`config.mk`:
```
export PLATFORM = sky130hd
export DESIGN_NAME = stack_ctrl
export DESIGN_NICKNAME = d
export VERILOG_FILES = /design/src/rtl/stack_ctrl_pkg.sv /design/src/rtl/stack_ctrl.sv
export SDC_FILE = /design/constraint.sdc
export NUM_CORES = 1
export LEC_CHECK = 0
export BUFFER_PORTS_ARGS = -buffer_cell sky130_fd_sc_hd__buf_2
export CAP_MARGIN = 15
export CORE_MARGIN = 5
export CORE_UTILIZATION = 41
export DETAILED_ROUTE_END_ITERATION = 6
export PLACE_DENSITY = 0.71
export SLEW_MARGIN = 10
export SYNTH_ARGS = -nofsm -noshare
export SYNTH_HDL_FRONTEND = slang
export SYNTH_SLANG_ARGS = --single-unit
```
`constraint.sdc`:
```
create_clock -name clk -period 1.65 [get_ports clk]
set_input_delay 0.0825 -clock clk [delete_from_list [all_inputs] [get_ports clk]]
set_output_delay 0.0825 -clock clk [all_outputs]
set_load 0.02 [all_outputs]
```
`src/rtl/stack_ctrl_pkg.sv`:
```
// Shared definitions for the stack controller: FSM state encoding and default sizes.
package stack_ctrl_pkg;

    typedef enum logic [2:0] {
        ST_IDLE,
        ST_WRITE,
        ST_READ,
        ST_CAPT,
        ST_DONE
    } state_t;

    localparam int DATA_W_DEF = 8;
    localparam int DEPTH_DEF  = 8;

endpackage

```
`src/rtl/stack_ctrl.sv`:
```
// Stack controller driving an external synchronous RAM: push 2 cycles, pop/tos 3 cycles to done.
// Requests only taken in IDLE; anything arriving while busy is dropped. Macro STACK_BOUNDS_CHECK_EN adds ovf/unf.
// Reset: asynchronous active-low on rst.
module stack_ctrl
    import stack_ctrl_pkg::*;
#(
    parameter int DATA_W = DATA_W_DEF,
    parameter int DEPTH  = DEPTH_DEF,
    localparam int ADDR_W = $clog2(DEPTH)
) (
    input  logic              clk,
    input  logic              rst,
    input  logic              push,
    input  logic              pop,
    input  logic              tos,
    input  logic [DATA_W-1:0] din,
    output logic [DATA_W-1:0] dout,
    output logic              busy,
    output logic              done,
    output logic              full,
    output logic              empty,
    output logic              ovf,
    output logic              unf,
    output logic [ADDR_W:0]   count,
    output logic [ADDR_W-1:0] st_addr,
    output logic [DATA_W-1:0] st_wdata,
    output logic              st_we,
    input  logic [DATA_W-1:0] st_rdata
);

    state_t            state;
    state_t            state_nxt;
    logic [DATA_W-1:0] din_q;
    logic              pop_q;
    logic              acc_push;
    logic              acc_rd;
    logic              reject;
    logic              err_q;
    logic [ADDR_W:0]   count_inc;
    logic [ADDR_W:0]   count_dec;

    assign acc_push  = (state == ST_IDLE) && push;
    assign acc_rd    = (state == ST_IDLE) && !push && (pop || tos);
    assign count_inc = count + {{ADDR_W{1'b0}}, 1'b1};
    assign count_dec = count - {{ADDR_W{1'b0}}, 1'b1};

    assign busy  = (state != ST_IDLE);
    assign done  = (state == ST_DONE);
    assign full  = (count == (ADDR_W+1)'(DEPTH));
    assign empty = (count == '0);

`ifdef STACK_BOUNDS_CHECK_EN
    logic ovf_q;
    logic unf_q;

    assign reject = (acc_push && full) || (acc_rd && empty);

    // Flags are sticky until reset; err_q marks the current operation as rejected.
    always_ff @(posedge clk or negedge rst) begin
        if (!rst) begin
            err_q <= 1'b0;
            ovf_q <= 1'b0;
            unf_q <= 1'b0;
        end else if (acc_push || acc_rd) begin
            err_q <= reject;
            ovf_q <= ovf_q | (acc_push && full);
            unf_q <= unf_q | (acc_rd && empty);
        end
    end

    assign ovf = ovf_q;
    assign unf = unf_q;
`else
    assign reject = 1'b0;
    assign err_q  = 1'b0;
    assign ovf    = 1'b0;
    assign unf    = 1'b0;
`endif

    // Rejected requests pass through WRITE with the RAM write suppressed so that
    // done lands two cycles after the request, the same slot as a normal push.
    always_comb begin
        state_nxt = state;
        st_we     = 1'b0;
        st_addr   = count[ADDR_W-1:0];
        st_wdata  = din_q;
        case (state)
            ST_IDLE: begin
                if (acc_push || reject)
                    state_nxt = ST_WRITE;
                else if (acc_rd)
                    state_nxt = ST_READ;
            end
            ST_WRITE: begin
                st_we     = !err_q;
                state_nxt = ST_DONE;
            end
            ST_READ: begin
                st_addr   = count_dec[ADDR_W-1:0];
                state_nxt = ST_CAPT;
            end
            ST_CAPT:  state_nxt = ST_DONE;
            ST_DONE:  state_nxt = ST_IDLE;
            default:  state_nxt = ST_IDLE;
        endcase
    end

    always_ff @(posedge clk or negedge rst) begin
        if (!rst) begin
            state <= ST_IDLE;
            count <= '0;
            dout  <= '0;
            din_q <= '0;
            pop_q <= 1'b0;
        end else begin
            state <= state_nxt;
            if (acc_push)
                din_q <= din;
            if (acc_rd)
                pop_q <= pop;
            if (state == ST_WRITE && !err_q)
                count <= count_inc;
            // RAM data addressed in READ is valid during CAPT.
            if (state == ST_CAPT) begin
                dout <= st_rdata;
                if (pop_q)
                    count <= count_dec;
            end
        end
    end

endmodule

```
==> impl_metrics.csv, run 1 <==
group,metric,value,unit
drt,first_pass_iters,4,
critical_path,crit_required,1870,ps
final_layout,syn2layout_area_growth,54.6,%
timing,min_period,1640,ps
cts,path_clk_slew,140,ps
timing,fmax,0.610,GHz
timing,maxSlewHeadroom,0.648,
cts,clk_latency,320,ps
critical_path,r2r_end,"st_wdata[4]",
cts,cts_tree,"built",
pwr,peakVddDrop,1.44,mV
place,globalplace.congestion,0.748,
drt,vias,907,
timing,fin_crit_sh,0.993,
critical_path,reg2reg_from,"state[0]",
timing,hold_viol_final,0,
logic_synthesis,yosysUniqueCellTypes,31,
die,die_h,62.1,microns
final_layout,drive_gt1_frac,0.550,
logic_synthesis,synth_area,1110,sq um
pwr,leakagePower,0.851,nW
cts,numCtsBuffers,3,
pwr,p_total,3.66,mW
die,die_area,3860,sq um
critical_path,rrSetupSlack,10,ps
timing,tns,0,ps
critical_path,worst-setup-path-type,"reg2reg",
die,core_area,2540,sq um
global_route,grt_usage,0.146,
logic_synthesis,synth-seq-cells,24,
drt,post-route-drc-count,0,
die,io-pin-count,51,
die,dieWidth,62.1,microns
global_route,grt_pass1_wl,4.56,mm
final_layout,n_antenna_cell,0,
final_layout,nFillCells,185,
logic_synthesis,synthCells,85,
pwr,pwr_density_cell,2120,nW/um^2
critical_path,startpoint_type,"flip-flop",
critical_path,worstSetupEndpointType,"flip-flop",
timing,drv_slew,0,
place,io_buffers,48,
global_route,grt_start_max_net_pins,25,
drt,drt.antenna.violating_nets,0,
outcome,status,"finished, final reports clean",
die,rows,18,
timing,fin_worst_skew,7.82,ps
drt,wl_per_cell,14.9,microns
logic_synthesis,synth_warnings,0,
global_route,grt_pass1_vias,965,
run,cap_violations,0,
cts,root_buffer,"clkbuf_4",
critical_path,crit_fanout,8,
die,initial_core_util,0.438,
timing,setup_viol_count_final,0,
drt,wirelength,2.84,mm
global_route,antenna_found_initial,0,
cts,cts_max_level,1,
logic_synthesis,syn-mean-instance-area,13.1,sq um
drt,drt_iter0_markers,28,
timing,rsz0062_at_grt,"true",
worst_hold_path,holdCritPathClass,"in2reg",
cts,cts.sinks,24,
cts,clk_path_buf_depth,2,
global_route,grt_remaining_overflow,0,
final_layout,final_nets,184,
timing,worst_slew_pin_slew,529,ps
logic_synthesis,ys_seq_area_frac,0.539,
critical_path,worstSetupStartpoint,"state[0]",
critical_path,cp.arrival,1860,ps
critical_path,rr_worst_depth,4,
drt,vias_per_cell,4.77,
critical_path,crit_end,"st_wdata[4]",
place,dp_hpwl,1.89,mm
timing,hold_ws,66.2,ps
==> metal layers <==
layer | share of wire | global-route usage | vias up
li1 | - | - | 442
met1 | 0.40 | 0.173 | 435
met2 | 0.53 | 0.250 | 26
met3 | 0.060 | 0.0486 | 4
met4 | 0.0099 | 0.0407 | 0
met5 | 0 | 0 | -
==> layout make-up <==
cell class                 count  area [sq um]  share of cell area
tap                           30          37.5              0.0218
inverter                       4          15.0             0.00872
clock buffer                   3          22.5              0.0131
clock inverter                 1          30.0              0.0174
multi-input combinational     55           519               0.302
timing repair buffer          73           492               0.286
sequential                    24           606               0.352
==> metrics by stage <==
stage	std cells	worst slack, ps	utilization	area [sq um]
2_1_floorplan	86	87.3	-	1120
3_3_place_gp	162	171	0.543	1380
3_5_place_dp	162	111	0.543	1380
4_1_cts	187	7.67	0.647	1650
5_1_grt	190	-26.6	0.677	1720
6_report	190	10.9	0.677	1720
==> worst max-delay path: stages, from the launching register on <==
cell     delay (ps)
dfrtp_2         450
buf_6           140
or3_4           400
nor2_8          230
mux2_4          320
==> Yosys cell counts <==
library cell	count	area [sq um]
xor2_1	1	8.76
inv_1	4	15.0
nor2_8	1	20.0
nand3_1	2	10.0
nand2_2	1	6.26
buf_2	1	5.00
nand2_1	2	7.51
mux2_2	16	180
a22oi_2	1	12.5
dfrtp_1	24	601
o21ai_0	1	5.00
a21oi_1	2	10.0
nand4b_1	1	8.76
a211oi_1	1	7.51
nor3b_1	2	15.0
buf_4	2	15.0
or3_1	1	6.26
or3b_2	1	8.76
and4b_1	1	10.0
a22o_1	1	8.76
nor4_1	1	6.26
and2b_2	1	8.76
conb_1	1	3.75
ha_1	2	25.0
or3b_4	1	11.3
o21a_1	2	15.0
o22ai_2	1	12.5
or3_4	1	11.3
xnor2_1	4	35.0
nor2_1	4	15.0
and3b_1	1	8.76
==> power breakdown <==
part,switching (mW),internal (mW)
logic,1.10,1.00
clock network,0.179,0.246
registers,0.223,0.902
total,1.51,2.15
==> kinds of logic after synthesis <==
| group | count (synthesis) | synth area share |
|---|---|---|
| mux | 16 | 0.162 |
| flops | 24 | 0.539 |
| compound gates | 9 | 0.0640 |
| buf+inv | 7 | 0.0314 |
| fa+ha+maj | 2 | 0.0225 |
| simple gates | 21 | 0.138 |
| xor+xnor | 5 | 0.0393 |
| other cells | 1 | 0.00337 |
==> what timing repair did <==
action	4_1_cts	5_1_grt
hold buffers	18	1
endpoints found under the setup margin	3	13
cloned	0	0
pin swaps	0	2
setup buffers	3	2
endpoints found under the hold margin	41	1
gates resized for setup	5	16
==> layout by cell type, fill, tap and decap left out, drive strengths merged, types with 2 or more instances in the layout <==
cell         Yosys  final
a21oi            2      2
buf              3     54
clkbuf           0      3
conb             1      2
dfrtp           24     24
dlygate4sd3      0     19
ha               2      2
inv              4      4
mux2            16     16
nand2            3      3
nand3            2      2
nor2             5      5
nor3b            2      2
o21a             2      2
or3              2      2
or3b             2      2
xnor2            4      4
==> sequential cells by signal, summed over array words and instances (netlist names) <==
signal    cells
dout          8
st_wdata      8
count         4
state         3
pop_q         1
==> how the worst min path moves through the flow <==
stage / startpoint / endpoint / slack, ps / depth (start not counted)
2_1_floorplan: rst / count[0] / -210 / 0
6_report: tos / pop_q / 70 / 3
3_3_place_gp: rst / dout[4] / 90 / 1
4_1_cts: pop / pop_q / 5 / 2
3_5_place_dp: rst / dout[4] / 90 / 1
5_1_grt: tos / pop_q / 60 / 3
Note: power is estimated with default switching activity, not from simulation.
==> run 2: changes to the inputs <==
CORE_MARGIN = 2   (was 5)
==> impl_metrics.csv, run 2 (synthesis results as in run 1) <==
group,metric,value,unit
critical_path,startpoint_type,"flip-flop",
die,io-pin-count,51,
die,initial_core_util,0.441,
cts,cts_max_level,1,
timing,fmax,0.594,GHz
cts,clk_latency,320,ps
critical_path,worstSetupEndpointType,"output port",
cts,clk_path_buf_depth,2,
pwr,pwr_density_cell,2070,nW/um^2
final_layout,final_common_cell,"buf_2",
global_route,grt_pass1_wl,3.90,mm
cts,numCtsBuffers,3,
timing,drv_slew,0,
critical_path,slowest_delay,420,ps
timing,setup_viol_count_final,8,
drt,drt.antenna.violating_nets,0,
critical_path,worst-setup-path-type,"reg2out",
global_route,grt_start_max_net_pins,25,
timing,worst_slew_pin_slew,521,ps
final_layout,drive_gt1_frac,0.574,
place,dp_hpwl,1.65,mm
drt,wirelength,2.57,mm
critical_path,cp.arrival,1600,ps
final_layout,n_antenna_cell,0,
critical_path,cpMaxStageDelayCell,"dfrtp_1",
timing,maxSlewHeadroom,0.653,
drt,post-route-drc-count,0,
pwr,peakVddDrop,1.38,mV
die,die_area,3150,sq um
critical_path,cp_top_family,"flip-flops",
timing,hold_viol_final,0,
cts,root_buffer,"clkbuf_4",
run,cap_violations,0,
drt,drt_iter0_markers,8,
die,rows,18,
final_layout,final_cell_mix,"44 x buf_2, 20 x dfrtp_1, 19 x dlygate4sd3_1",
global_route,grt_usage,0.163,
critical_path,crit_required,1570,ps
final_layout,final_util,0.680,
cts,cts_tree,"built",
cts,path_clk_slew,130,ps
outcome,failed_checks,"setup timing",
drt,first_pass_iters,4,
drt,wl_per_cell,13.4,microns
global_route,grt_pass1_vias,909,
timing,fin_ws,-34.3,ps
place,globalplace.congestion,0.733,
timing,fin_crit_sh,1.02,
timing,fin_worst_skew,8.23,ps
outcome,status,"finished, violations left",
die,dieWidth,56.1,microns
critical_path,path_cells,"buf_6 > or3b_4 > xnor2_2 > buf_4",
critical_path,critical_path_buf_inv_count,2,
drt,vias,943,
global_route,grt_remaining_overflow,0,
drt,vias_per_cell,4.91,
final_layout,syn2layout_area_growth,54.0,%
critical_path,crit_fanout,8,
global_route,antenna_found_initial,0,
pwr,leakagePower,0.837,nW
timing,rsz0062_at_grt,"true",
die,die_h,56.1,microns
worst_hold_path,holdCritPathClass,"in2reg",
die,core_area,2520,sq um
critical_path,rrSetupSlack,-20,ps
pwr,p_total,3.55,mW
final_layout,final_nets,186,
timing,tns,-114,ps
timing,min_period,1680,ps
cts,cts.sinks,24,
place,io_buffers,48,
-- run 2: cell types whose count changed in the layout (fill, tap and decap cells not counted), sizes merged --
cell | before | now
buf | 54 | 56
bufinv | 1 | 0
clkbuf | 3 | 4
-- run 2: path summary, 6_finish.rpt --
| check | depth (start not counted) | end | startpoint |
|---|---|---|---|
| setup / recovery | 4 | st_addr[0] | state[0] |
| hold / removal | 3 | pop_q | tos |
| hold reg to reg | 1 | count[3] | count[3] |
| max in group asynchronous | 2 | state[2] | rst |
| min in group asynchronous | 2 | state[1] | rst |
| setup reg to reg | 4 | st_wdata[2] | state[2] |
-- run 2: cell type report --
cell class | count | area (sq um)
multi-input combinational | 55 | 507
inverter | 4 | 17.5
timing repair buffer | 75 | 512
sequential | 24 | 606
tap | 30 | 37.5
clock buffer | 4 | 36.3
fill | 200 | 807
-- run 2: power by group --
group | internal [mW] | total (mW) | switching (mW)
registers | 0.902 | 1.16 | 0.260
clock network | 0.135 | 0.311 | 0.176
logic | 1.01 | 2.07 | 1.06
-- run 2: stage by stage --
stage	setup WS, ps	instances	area, sq um	hold slack, ps
5_1_grt	-93.4	192	1720	47.4
3_5_place_dp	157	164	1400	97.9
2_1_floorplan	87.3	86	1120	-213
4_1_cts	-26.6	188	1640	30.0
3_3_place_gp	191	164	1400	94.1
6_report	-34.3	192	1720	46.8
-- run 2: metal layers --
layer / share of wire / wire length, microns / global-route usage
met1: 0.39 / 997 / 0.178
met2: 0.53 / 1370 / 0.286
met3: 0.055 / 141 / 0.0535
met4: 0.022 / 56 / 0.0714
met5: 0 / 0 / 0
-- run 2: what timing repair did --
action	4_1_cts	5_1_grt
resized for setup	7	14
endpoints found under the setup margin	4	12
pin swaps	1	3
buffers inserted	1	4
hold buffers	19	0
hold endpoints to repair	42	0
-- run 2: worst min-delay path: stages --
cell	delay [ps]
buf_2	110
nand2_1	50
a22o_1	110
